--- src/rtl/core_test_ctrl_if.sv ---
// Monitored rv32i_core buses: data-memory store port and retire stream.
// The core/harness drives them through master; the run-control monitor observes them through slave.
interface core_test_ctrl_if #(
   parameter int XLEN = 32
);
   logic            dmem_we;
   logic [XLEN-1:0] dmem_addr;
   logic [XLEN-1:0] dmem_wdata;
   logic            retire_valid;
   logic [XLEN-1:0] retire_pc;

   modport master (
      output dmem_we, dmem_addr, dmem_wdata, retire_valid, retire_pc
   );

   modport slave (
      input dmem_we, dmem_addr, dmem_wdata, retire_valid, retire_pc
   );
endinterface

--- src/rtl/core_test_ctrl.sv ---
// Run-control and test-completion monitor for the rv32i_core harness: sequences core reset release,
// watches the tohost mailbox, detects self-loop hangs and cycle timeouts, and latches a sticky verdict.
module core_test_ctrl #(
   parameter int              XLEN           = 32,
   parameter int              RESET_CYCLES   = 4,
   parameter int              TIMEOUT_CYCLES = 100000,
   parameter int              HANG_CYCLES    = 16,
   parameter logic [31:0]     TOHOST_ADDR    = 32'h0000_1000,
   parameter int              CNT_W          = 32
) (
   input  logic                 clk,
   input  logic                 reset,
   core_test_ctrl_if.slave      mon,
   output logic                 core_reset_n,
   output logic                 done,
   output logic                 pass,
   output logic                 fail,
   output logic                 timeout,
   output logic                 hang,
   output logic [XLEN-2:0]      fail_code,
   output logic [CNT_W-1:0]     cycle_count,
   output logic [CNT_W-1:0]     instret_count
);

   localparam int HOLD_W = (RESET_CYCLES > 1) ? $clog2(RESET_CYCLES) : 1;
   localparam int HANG_W = $clog2(HANG_CYCLES + 1) + 1;

   localparam logic [HOLD_W-1:0] HOLD_LAST = HOLD_W'(RESET_CYCLES - 1);
   localparam logic [HANG_W-1:0] HANG_LIM  = HANG_W'(HANG_CYCLES);
   localparam logic [CNT_W-1:0]  TO_LIM    = CNT_W'(TIMEOUT_CYCLES);
   localparam logic [XLEN-1:0]   MBOX_ADDR = XLEN'(TOHOST_ADDR);

   typedef enum logic [2:0] {
      S_HOLD,
      S_RUN,
      S_PASS,
      S_FAIL,
      S_TIMEOUT,
      S_HANG
   } state_t;

   state_t state, state_nxt;

   logic [HOLD_W-1:0] hold_cnt;
   logic [HANG_W-1:0] hang_cnt, hang_cnt_nxt;
   logic [XLEN-1:0]   last_pc;
   logic              last_pc_vld;
   logic [CNT_W-1:0]  cycle_nxt;
   logic              mbox_wr, mbox_pass, pc_repeat, hang_hit, timeout_hit;

   function automatic logic [CNT_W-1:0] sat_inc(input logic [CNT_W-1:0] v);
      return (&v) ? v : v + CNT_W'(1);
   endfunction

   function automatic logic [HANG_W-1:0] sat_inc_hang(input logic [HANG_W-1:0] v);
      return (&v) ? v : v + HANG_W'(1);
   endfunction

   // Only odd stores to the mailbox carry a verdict; even values are progress chatter.
   assign mbox_wr     = mon.dmem_we && (mon.dmem_addr == MBOX_ADDR) && mon.dmem_wdata[0];
   assign mbox_pass   = mbox_wr && (mon.dmem_wdata == XLEN'(1));
   assign pc_repeat   = mon.retire_valid && last_pc_vld && (mon.retire_pc == last_pc);
   assign cycle_nxt   = sat_inc(cycle_count);
   assign hang_hit    = (HANG_CYCLES != 0) && (hang_cnt_nxt == HANG_LIM);
   assign timeout_hit = (TIMEOUT_CYCLES != 0) && (cycle_nxt == TO_LIM);

   always_comb begin
      hang_cnt_nxt = hang_cnt;
      if (mon.retire_valid)
         hang_cnt_nxt = pc_repeat ? sat_inc_hang(hang_cnt) : '0;
   end

   always_ff @(posedge clk) begin
      if (reset)
         state <= S_HOLD;
      else
         state <= state_nxt;
   end

   always_comb begin
      state_nxt = state;
      case (state)
         S_HOLD: if (hold_cnt == HOLD_LAST) state_nxt = S_RUN;
         S_RUN: begin
            if (mbox_pass)        state_nxt = S_PASS;
            else if (mbox_wr)     state_nxt = S_FAIL;
            else if (hang_hit)    state_nxt = S_HANG;
            else if (timeout_hit) state_nxt = S_TIMEOUT;
         end
         default: state_nxt = state;
      endcase
   end

   // Counters advance only in RUN, so the verdict cycle is counted and terminal states freeze them.
   always_ff @(posedge clk) begin
      if (reset) begin
         hold_cnt      <= '0;
         hang_cnt      <= '0;
         last_pc       <= '0;
         last_pc_vld   <= 1'b0;
         cycle_count   <= '0;
         instret_count <= '0;
         fail_code     <= '0;
      end else if (state == S_HOLD) begin
         hold_cnt <= (state_nxt == S_RUN) ? '0 : hold_cnt + HOLD_W'(1);
      end else if (state == S_RUN) begin
         cycle_count <= cycle_nxt;
         hang_cnt    <= hang_cnt_nxt;
         if (mon.retire_valid) begin
            instret_count <= sat_inc(instret_count);
            last_pc       <= mon.retire_pc;
            last_pc_vld   <= 1'b1;
         end
         if (state_nxt == S_FAIL)
            fail_code <= mon.dmem_wdata[XLEN-1:1];
      end
   end

   always_ff @(posedge clk) begin
      if (reset) begin
         core_reset_n <= 1'b0;
         done         <= 1'b0;
         pass         <= 1'b0;
         fail         <= 1'b0;
         timeout      <= 1'b0;
         hang         <= 1'b0;
      end else begin
         core_reset_n <= (state_nxt != S_HOLD);
         done         <= (state_nxt inside {S_PASS, S_FAIL, S_TIMEOUT, S_HANG});
         pass         <= (state_nxt == S_PASS);
         fail         <= (state_nxt == S_FAIL);
         timeout      <= (state_nxt == S_TIMEOUT);
         hang         <= (state_nxt == S_HANG);
      end
   end

endmodule

--- src/flat_wrapper.sv ---
// flat-port wrapper written by rule: the top's interface ports become plain ports
module core_test_ctrl_flat 
#(
   parameter int              XLEN           = 32,
   parameter int              RESET_CYCLES   = 4,
   parameter int              TIMEOUT_CYCLES = 100000,
   parameter int              HANG_CYCLES    = 16,
   parameter logic [31:0]     TOHOST_ADDR    = 32'h0000_1000,
   parameter int              CNT_W          = 32
)
  (clk, reset, core_reset_n, done, pass, fail, timeout, hang, fail_code, cycle_count, instret_count, mon_dmem_we, mon_dmem_addr, mon_dmem_wdata, mon_retire_valid, mon_retire_pc);
  core_test_ctrl_if #(.XLEN(XLEN)) mon_i ();
  input  logic clk;
  input  logic reset;
  output logic core_reset_n;
  output logic done;
  output logic pass;
  output logic fail;
  output logic timeout;
  output logic hang;
  output logic [XLEN-2:0] fail_code;
  output logic [CNT_W-1:0] cycle_count;
  output logic [CNT_W-1:0] instret_count;
  input wire logic [$bits(mon_i.dmem_we)-1:0] mon_dmem_we;
  input wire logic [$bits(mon_i.dmem_addr)-1:0] mon_dmem_addr;
  input wire logic [$bits(mon_i.dmem_wdata)-1:0] mon_dmem_wdata;
  input wire logic [$bits(mon_i.retire_valid)-1:0] mon_retire_valid;
  input wire logic [$bits(mon_i.retire_pc)-1:0] mon_retire_pc;
  assign mon_i.dmem_we = mon_dmem_we;
  assign mon_i.dmem_addr = mon_dmem_addr;
  assign mon_i.dmem_wdata = mon_dmem_wdata;
  assign mon_i.retire_valid = mon_retire_valid;
  assign mon_i.retire_pc = mon_retire_pc;
  core_test_ctrl #(.XLEN(XLEN), .RESET_CYCLES(RESET_CYCLES), .TIMEOUT_CYCLES(TIMEOUT_CYCLES), .HANG_CYCLES(HANG_CYCLES), .TOHOST_ADDR(TOHOST_ADDR), .CNT_W(CNT_W)) u_core (.clk(clk), .reset(reset), .mon(mon_i), .core_reset_n(core_reset_n), .done(done), .pass(pass), .fail(fail), .timeout(timeout), .hang(hang), .fail_code(fail_code), .cycle_count(cycle_count), .instret_count(instret_count));
endmodule
--- config.mk ---
export PLATFORM = sky130hd
export DESIGN_NAME = core_test_ctrl_flat
export DESIGN_NICKNAME = d
export VERILOG_FILES = /design/src/rtl/core_test_ctrl_if.sv /design/src/rtl/core_test_ctrl.sv /design/src/flat_wrapper.sv
export SDC_FILE = /design/constraint.sdc
export NUM_CORES = 1
export LEC_CHECK = 0
export ABC_AREA = 1
export BUFFER_PORTS_ARGS = -buffer_cell sky130_fd_sc_hd__buf_2
export CORE_AREA = 2 2 153 155
export CTS_CLUSTER_DIAMETER = 50
export DETAILED_ROUTE_END_ITERATION = 10
export DIE_AREA = 0 0 155 157
export SLEW_MARGIN = 20
export SYNTH_ARGS = -nofsm -noshare
export SYNTH_HDL_FRONTEND = slang
export SYNTH_SLANG_ARGS = --single-unit
--- constraint.sdc ---
create_clock -name clk -period 3.36 [get_ports clk]
set_input_delay 0.504 -clock clk [delete_from_list [all_inputs] [get_ports clk]]
set_output_delay 0.504 -clock clk [all_outputs]
set_load 0.005 [all_outputs]
* Word-level counts from Yosys, hierarchy flattened
Cells that the tools add are included.
** Storage, ports and cells
- Register bits :: 145
- Logic and storage cells :: 58
** Operators by class
- Add/subtract/negate cells :: 4
- Eq/ne operators :: 12
- Muxes and demuxes :: 11
- Bitwise operators :: 2
- Reduce and logical (&&, ||, !) cells :: 15
** Operators by type and width (number)
- $add A32 B1 Y32 const B :: 2
- $reduce_and A32 Y1 :: 2
- $eq A32 B1 Y1 const B :: 1
- $eq A32 B13 Y1 const B :: 1
- $eq A32 B17 Y1 const B :: 1
- $eq A32 B32 Y1 :: 1
- $mux W32 :: 1
- $mux W6 :: 3
- $mux W3 :: 5
- $add A6 B1 Y6 const B :: 1
- $eq A3 B1 Y1 const B :: 2
- $eq A3 B2 Y1 const B :: 2
- $eq A3 B3 Y1 const B :: 2
- $eq A6 B5 Y1 const B :: 1
- $pmux W3 S2 :: 1
- $reduce_and A3 Y1 :: 2
- $reduce_and A6 Y1 :: 1
- $logic_and A1 B1 Y1 :: 5
- $reduce_and A4 Y1 :: 1
- $reduce_bool A4 Y1 :: 1
- $logic_not A3 Y1 :: 1
- $reduce_bool A3 Y1 :: 1
- $add A2 B1 Y2 const B :: 1
- $eq A2 B2 Y1 const B :: 1
- 3 further kinds :: 4

* Longest topological paths before layout
Gate-level depths: netlist of run 1.
- Depth after elaboration :: 11
- Gate-level depth with buffers :: 21

* Worst setup path before layout of run 1
Ideal clock, no wire load.
- Path type :: reg-to-reg
- Start :: register u_core.cycle_count[0]
- End :: register u_core.fail_code[20]
- Setup time :: 0.118 ns
- Data arrival time :: 2.312 ns
- Slack :: 0.930 ns
- Stages on the path, launching flop included :: 21
- Cell sequence :: dfxtp_1 > ha_1 > nand3_2 > clkinv_2 > nand2_2 > nor2_4 > nand2_2 > buf_6 > nand2_1 > nand2_1 > nor2_1 > nand3_1 > nor2_1 > nand3_2 > nand2_1 > nand2_2 > nand3_4 > nor2_4 > buf_6 > o21ai_2 > nor2_1
** Between the ends
- Longest elaborated chain between the ends :: 10
- Elaborated cells on any way between the ends :: 11
- Those cells by class :: add/sub: 1; eq/ne: 2; mux: 6; reduce/logical: 2
** Ends and longest elaborated chain
- start, declared :: RTL line core_test_ctrl.sv:21 : output logic [CNT_W-1:0] cycle_count,
- start signal, assigned :: RTL line core_test_ctrl.sv:107 : cycle_count <= cycle_nxt;
- $add A32 B1 Y32 / $reduce_and A32 Y1 (equally long branches) :: RTL line core_test_ctrl.sv:52 : return (&v) ? v : v + CNT_W'(1);
- $mux W32 (*) :: RTL line core_test_ctrl.sv:52
- $eq A32 B17 Y1 (*) :: RTL line core_test_ctrl.sv:65 : assign timeout_hit = (TIMEOUT_CYCLES != 0) && (cycle_nxt == TO_LIM);
- $mux W3 (*) :: RTL line core_test_ctrl.sv:88 : else if (timeout_hit) state_nxt = S_TIMEOUT;
- $mux W3 (*) :: RTL line core_test_ctrl.sv:87 : else if (hang_hit) state_nxt = S_HANG;
- $mux W3 (*) :: RTL line core_test_ctrl.sv:86 : else if (mbox_wr) state_nxt = S_FAIL;
- $mux W3 (*) :: RTL line core_test_ctrl.sv:85 : if (mbox_pass) state_nxt = S_PASS;
- $pmux W3 S2 (*) :: RTL line core_test_ctrl.sv:82 : case (state)
- $eq A3 B2 Y1 (*) :: RTL line core_test_ctrl.sv:114 : if (state_nxt == S_FAIL)
- $reduce_and A3 Y1 (no line) (*)
- end signal, assigned :: RTL line core_test_ctrl.sv:115 : fail_code <= mon.dmem_wdata[XLEN-1:1];
- end, declared :: RTL line core_test_ctrl.sv:20 : output logic [XLEN-2:0] fail_code,
Every way passes the cells marked *; elsewhere a longest branch is shown, timed or not.
A chain may end at the register's enable or synchronous reset.

* Worst setup path after layout of run 1
- Start :: register u_core.cycle_count[1]
- End :: register u_core.fail_code[23]
The elaborated chain is that of the path after synthesis.

==> metrics.cfg, run 1 <==
[layout]
fin_cells = 1726
nFillCells = 2349
num_antenna_cells = 0
drive_above_1_share = 0.205
area_growth_pct = 25.1
most-common-layout-cells = nand2_1 (262), nor2_1 (207), buf_2 (200)
final_common_cell = nand2_1
final_nets = 1532
finish.instance_area_um2 = 9830

[logic_synthesis]
synth_area_leaders = dfxtp_1 (37%), nand2_1 (13%), nor2_1 (10%)
ys_async_sr_fraction = 0
syn_avg_cell_area_um2 = 6.41
synth_warnings = 0
synth_seq_area_share = 0.370
synth_area_um2 = 7850
synth_top_flop_cell = dfxtp_1
syn-num-nets = 1330
synth_edf_count = 0
netlist.area_leader.share = 0.370
synth_cell_types = 41
synth_top_area_cell = dfxtp_1
syn_inst = 1226
ys_seq_elements = 145

[sta]
tightest_slew_ns = 0.971
relSlewSlack = 0.352
fmax_mhz = 325
setup-tns-final_ns = 0
finalCritPeriodShare = 0.915
rsz0062_at_grt = false
finalMaxSlewViolations = 0
timing.final.hold_violations = 0
setup_viol = 0
fin_skew_ns = 0.00984
layout_min_cycle_time_ns = 3.07
setup_slack_ns = 0.286

[route]
drtIter0Drc = 522
drt.antenna.violating_nets = 0
post_drt_via_cell_ratio = 4.91
vias = 8478
dr.pass1.iters = 5
postRouteWirelength_um = 23300
drc = 0
wl_per_cell_um = 13.5

[setup_path]
timing.rr.end = u_core.fail_code[23]
path_max_fanout = 31
critPathArrivalTime_ns = 3.45
cp-end-kind = flip-flop
crit_slowest_cell = dfxtp_1
worstRegToRegCells = 17
rr_startpoint = u_core.cycle_count[1]
cpMostUsedCell = nand2_2
crit_family = simple AND/OR/NAND/NOR gates
cp-start-kind = flip-flop
worst-path-buf-inv = 3
reg2reg_slack_ns = 0.29
max_stage_delay_ns = 0.45
required_ns = 3.73
crit_type = reg -> reg
worstPathCellList = ha_1, nand3_2, clkinv_2, nand2_2, nor2_4, nand2_2, buf_12, xor2_1, nand3_1, nor2_1, nand3_2, nand2_1, nand2_1, nand2_2, buf_4, nor3_1, nor2_1

[clock_network]
h-tree-depth = 4
cts_buffers = 17
cts_buffer_depth = 2
post_cts_buffers = 0
clkSlewWorstSetupHoldPaths_ns = 0.07
cts_sinks = 145
clkLatencyLatePin_ns = 0.44
cts.root.buffer_cell = clkbuf_16
cts_tree = yes
holdBufCountCts = 0

[floorplanning]
rows = 55
die_y_um = 157
initial_core_util = 0.349
die_x_um = 155
dieArea_um2 = 24300
pin_count = 201
core_region_area_um2 = 22500

[global_routing]
grt_antenna_before_repair = 0
grt_first_pass_wirelength_um = 37300
globalRouteOverflowTotal = 0
grtUsageTotal = 0.188
grt_pass1_vias = 7597
grt_max_degree = 44

[hold_path]
min_to = u_core.last_pc[12]
hold_depth = 3
min_from = mon_retire_pc[12]
worstHoldPathType = in -> reg

[power_and_ir_drop]
cellLeakagePower_nw = 4.41
power.density_nw_per_um2 = 411
max-vdd-ir-drop_mv = 0.292

[placed_design]
dp_slack_ns = 0.237
port-buffer-count = 200
gp_congestion = 0.910
dp_hpwl_um = 17200
place_inst = 1693
dpl_cell_area_um2 = 9220

[run]
cap_viol_max_count = 0

[status]
outcome = finished, final reports clean

[registers in the layout (all words and copies together) (netlist names), 2 cells and up]
register              cells
u_core.last_pc           32
u_core.hold_cnt           2
u_core.cycle_count       32
u_core.fail_code         31
u_core.state              3
u_core.hang_cnt           6
u_core.instret_count     32
[tightest hold or removal path: cells and delay by family]
kind / cells / cell delay, ns
buffers and inverters: 1 / 0.10
and+or+nand+nor: 2 / 0.12
[through the flow]
| stage | hold slack, ns | utilization | power, mW |
|---|---|---|---|
| after floorplan | 0.441 | - | 2.00 |
| after global placement | 0.451 | 0.410 | 2.16 |
| after detailed placement | 0.456 | 0.410 | 2.16 |
| after CTS | 0.302 | 0.436 | 4.09 |
| after global routing | 0.313 | 0.437 | 4.20 |
| final | 0.317 | 0.437 | 4.04 |
[routing by layer]
layer	vias up	routed length [µm]	global-route usage
li1	4389	-	-
met1	3776	11000	0.254
met2	282	10400	0.302
met3	31	1530	0.0350
met4	0	439	0.0617
met5	-	0	0
[cell families (layout without fill, tap and decap cells)]
group,count (synthesis),in the layout,synth area share
fa+ha+maj,4,4,0.00637
flops,145,145,0.370
compound gates,209,209,0.144
xor+xnor,20,20,0.0223
buf+inv,196,410,0.101
simple gates,652,653,0.358
[cells in the mapped netlist (9+ instances only)]
library cell	n
dfxtp_1	145
xor2_1	10
buf_2	9
o21ai_0	89
clkbuf_1	26
nand3_1	58
nor4_1	18
o21ai_2	10
inv_1	148
nor2_1	209
o21ai_1	20
a21oi_1	73
xnor2_1	10
nand4_1	16
nand2_1	262
nor3_1	57
[area by class of cell]
class | instances | area [µm²] | share of cell area
clock buffer | 17 | 425 | 0.0433
multi-input combinational | 886 | 4180 | 0.425
inverter | 151 | 568 | 0.0578
timing repair buffer | 227 | 1230 | 0.125
clock inverter | 15 | 168 | 0.0171
sequential | 145 | 2900 | 0.295
tap | 285 | 357 | 0.0363
[report_power, final]
part | total (mW) | internal [mW] | switching (mW)
logic | 0.335 | 0.141 | 0.194
registers | 1.79 | 1.75 | 0.0338
clock network | 1.92 | 0.998 | 0.923
total | 4.04 | 2.89 | 1.15
[how the worst max path moves through the flow]
stage | start | to | slack (ns) | cells past startpoint
5_1_grt | u_core.cycle_count[0] | u_core.fail_code[5] | 0.06 | 19
3_3_place_gp | u_core.cycle_count[1] | u_core.fail_code[30] | 0.31 | 20
4_1_cts | u_core.cycle_count[1] | u_core.fail_code[30] | 0.24 | 20
6_report | u_core.cycle_count[1] | u_core.fail_code[23] | 0.29 | 17
2_1_floorplan | u_core.cycle_count[0] | u_core.fail_code[20] | 0.93 | 20
3_5_place_dp | u_core.cycle_count[1] | u_core.fail_code[30] | 0.24 | 20
[timing repair]
| action | in CTS | in global routing |
|---|---|---|
| resized for setup | 0 | 1 |
| endpoints found under the hold margin | 0 | 0 |
| endpoints found under the setup margin | 0 | 11 |
Power figures use the tool's default switching activity.
==> run 2: changes to the inputs <==
--- a/config.mk
+++ b/config.mk
@@ -8,6 +8,7 @@
 export ABC_AREA = 1
 export BUFFER_PORTS_ARGS = -buffer_cell sky130_fd_sc_hd__buf_2
 export CORE_AREA = 2 2 153 155
+export CTS_BUF_LIST = sky130_fd_sc_hd__clkbuf_4
 export CTS_CLUSTER_DIAMETER = 50
 export DETAILED_ROUTE_END_ITERATION = 10
 export DIE_AREA = 0 0 155 157
==> run 2 against run 1 <==
  * Sequential cell count unchanged
  * Die area did not move
  * Register-to-register slack got worse by 0.02 ns
  * Largest power group is now registers
  * Highest routed layer unchanged
  * Sequential power is essentially flat
  * Hold slack worse by 0.16 ns
==> metrics.cfg, run 2 (synthesis results as in run 1) <==
[power_and_ir_drop]
netSwitchingFraction = 0.320  ; +0.0357
power.density_nw_per_um2 = 346  ; -16%
combPwrFrac = 0.101  ; +0.018
clkPwrFrac = 0.356  ; -0.119
p_seq_frac = 0.543  ; +0.101
p_switching_mw = 1.06  ; -8.2%
max-vdd-ir-drop_mv = 0.184  ; -37%
p_int_mw = 2.24  ; -23%
cellLeakagePower_nw = 4.28  ; -3.0%

[sta]
layout_min_cycle_time_ns = 3.10  ; +0.0239 ns
fin_skew_ns = 0.0281  ; +0.0183 ns
relSlewSlack = 0.368  ; +0.0157
tightest_slew_ns = 0.947  ; -0.0235 ns
rsz0062_at_grt = false
timing.final.hold_violations = 0  ; unchanged
fmax_mhz = 323  ; -0.77%
setup-tns-final_ns = 0  ; unchanged
finalCritPeriodShare = 0.922  ; +0.00710
setup_viol = 0  ; unchanged
finalMaxSlewViolations = 0  ; unchanged

[setup_path]
worstPathCellList = ha_1, nand3_2, clkinv_2, nand2_2, nor2_4, nand2_2, buf_12, xor2_1, nand3_1, nor2_1, nand3_2, nand2_1, nand2_1, nand2_2, buf_4, nor3_1, nor2_1
path_max_fanout = 31  ; unchanged
cpMostUsedCell = nand2_2
max_stage_delay_ns = 0.48  ; +0.03 ns
critPathArrivalTime_ns = 3.61  ; +0.16 ns
required_ns = 3.87  ; +0.14 ns
crit_slowest_cell = dfxtp_1
cp-end-kind = flip-flop
cp-start-kind = flip-flop
crit_type = reg -> reg
reg2reg_slack_ns = 0.26  ; -0.02 ns

[floorplanning]
pin_count = 201  ; unchanged
die_y_um = 157  ; unchanged
core_region_area_um2 = 22500  ; unchanged
rows = 55  ; unchanged
initial_core_util = 0.349  ; unchanged
dieArea_um2 = 24300  ; unchanged
die_x_um = 155  ; unchanged

[layout]
final_nets = 1532  ; unchanged
finish.instance_area_um2 = 9530  ; -3.0%
area_growth_pct = 21.4
final_common_cell = nand2_1
drive_above_1_share = 0.205  ; unchanged
most-common-layout-cells = nand2_1 (262), nor2_1 (207), buf_2 (200)
largestRegisters = u_core.cycle_count x32, u_core.instret_count x32, u_core.last_pc x32

[placed_design]
dpl_cell_area_um2 = 9220  ; unchanged
port-buffer-count = 200  ; unchanged
gp_congestion = 0.910  ; unchanged
dp_hpwl_um = 17200  ; unchanged

[route]
postRouteWirelength_um = 23300  ; -0.20%
wl_per_cell_um = 13.5  ; -0.31%
dr.pass1.iters = 6  ; +1
vias = 8409  ; -0.81%
post_drt_via_cell_ratio = 4.87  ; -0.93%
drtIter0Drc = 534  ; +2.3%
drt.antenna.violating_nets = 0  ; unchanged
drc = 0  ; unchanged

[global_routing]
grtUsageTotal = 0.188  ; about the same
busiest_layer = met2
use_met2 = 0.304  ; +0.00169
grt_first_pass_wirelength_um = 37300  ; -0.11%
gr-usage-met1 = 0.255  ; about the same
globalRouteOverflowTotal = 0  ; unchanged
grt_max_degree = 44  ; unchanged
grt_antenna_before_repair = 1  ; +1
met3_usage = 0.0358  ; +0.000826
grt_pass1_vias = 7589  ; -0.11%

[clock_network]
cts_tree = yes
clkSlewWorstSetupHoldPaths_ns = 0.17  ; +0.10 ns
cts.root.buffer_cell = clkbuf_4
h-tree-depth = 4  ; unchanged
clkLatencyLatePin_ns = 0.58  ; +0.14 ns
post_cts_buffers = 0  ; unchanged
cts_buffer_depth = 2  ; unchanged
cts_buffers = 17  ; unchanged
cts_sinks = 145  ; unchanged

[hold_path]
worstHoldPathType = in -> reg

[run]
cap_viol_max_count = 0  ; unchanged

[status]
outcome = finished, final reports clean

-- run 2: changes by cell type in the layout (fill, tap and decap cells not counted) --
cell	change
clkbuf_16	-17
diode_2	+2
clkbuf_4	+17
-- run 2: timing repair --
action	CTS	global route
hold buffers	0	0
setup endpoints to repair	0	13
resized for setup	0	1
-- run 2: cell type report --
class                           instances  area [µm²]
Multi-Input combinational cell        886        4180
Inverter                              151         568
Antenna cell                            2        5.00
Sequential cell                       145        2900
Clock inverter                         15         168
Tap cell                              285         357
Fill cell                            2388       13000
Clock buffer                           17         128
Timing Repair Buffer                  227        1230
-- run 2: worst max-delay path: cells and delay by family (launching register included) --
kind                     cells  cell delay, ns
adder cells (fa/ha/maj)      1            0.24
flip-flops                   1            0.48
buffers and inverters        3            0.62
AND/OR/NAND/NOR             12            1.34
XOR/XNOR                     1            0.32
-- run 2: routing by layer --
layer | up-vias | part of all wire | wire length [µm]
li1 | 4371 | - | -
met5 | - | 0 | 0
met1 | 3738 | 0.48 | 11100
met3 | 33 | 0.062 | 1450
met4 | 0 | 0.016 | 380
met2 | 267 | 0.45 | 10400
-- run 2: stage by stage --
| stage | utilization | total power, mW | hold WS, ns | std cells | worst slack (ns) |
|---|---|---|---|---|---|
| 2_1_floorplan | - | 2.00 | 0.441 | 1226 | 0.930 |
| 3_3_place_gp | 0.410 | 2.16 | 0.451 | 1693 | 0.313 |
| 3_5_place_dp | 0.410 | 2.16 | 0.456 | 1693 | 0.237 |
| 4_1_cts | 0.423 | 3.35 | 0.0941 | 1725 | 0.219 |
| 5_1_grt | 0.424 | 3.45 | 0.117 | 1728 | 0.0474 |
| 6_report | 0.424 | 3.30 | 0.160 | 1728 | 0.262 |
-- run 2: worst paths after layout --
| kind | startpoint | end | depth (start not counted) |
|---|---|---|---|
| worst max-delay path | u_core.cycle_count[1] | u_core.fail_code[6] | 17 |
| worst min-delay path | mon_retire_pc[27] | u_core.last_pc[27] | 3 |
| worst max register to register | u_core.cycle_count[1] | u_core.fail_code[6] | 17 |
| worst min register to register | u_core.instret_count[4] | u_core.instret_count[4] | 2 |
-- run 2: power by group through the flow --
stage | logic (mW) | registers [mW] | clock network, mW
2_1_floorplan | 0.178 | 1.82 | 0
3_3_place_gp | 0.334 | 1.83 | 0
3_5_place_dp | 0.334 | 1.83 | 0
4_1_cts | 0.336 | 1.79 | 1.22
5_1_grt | 0.381 | 1.80 | 1.27
6_report | 0.334 | 1.79 | 1.17
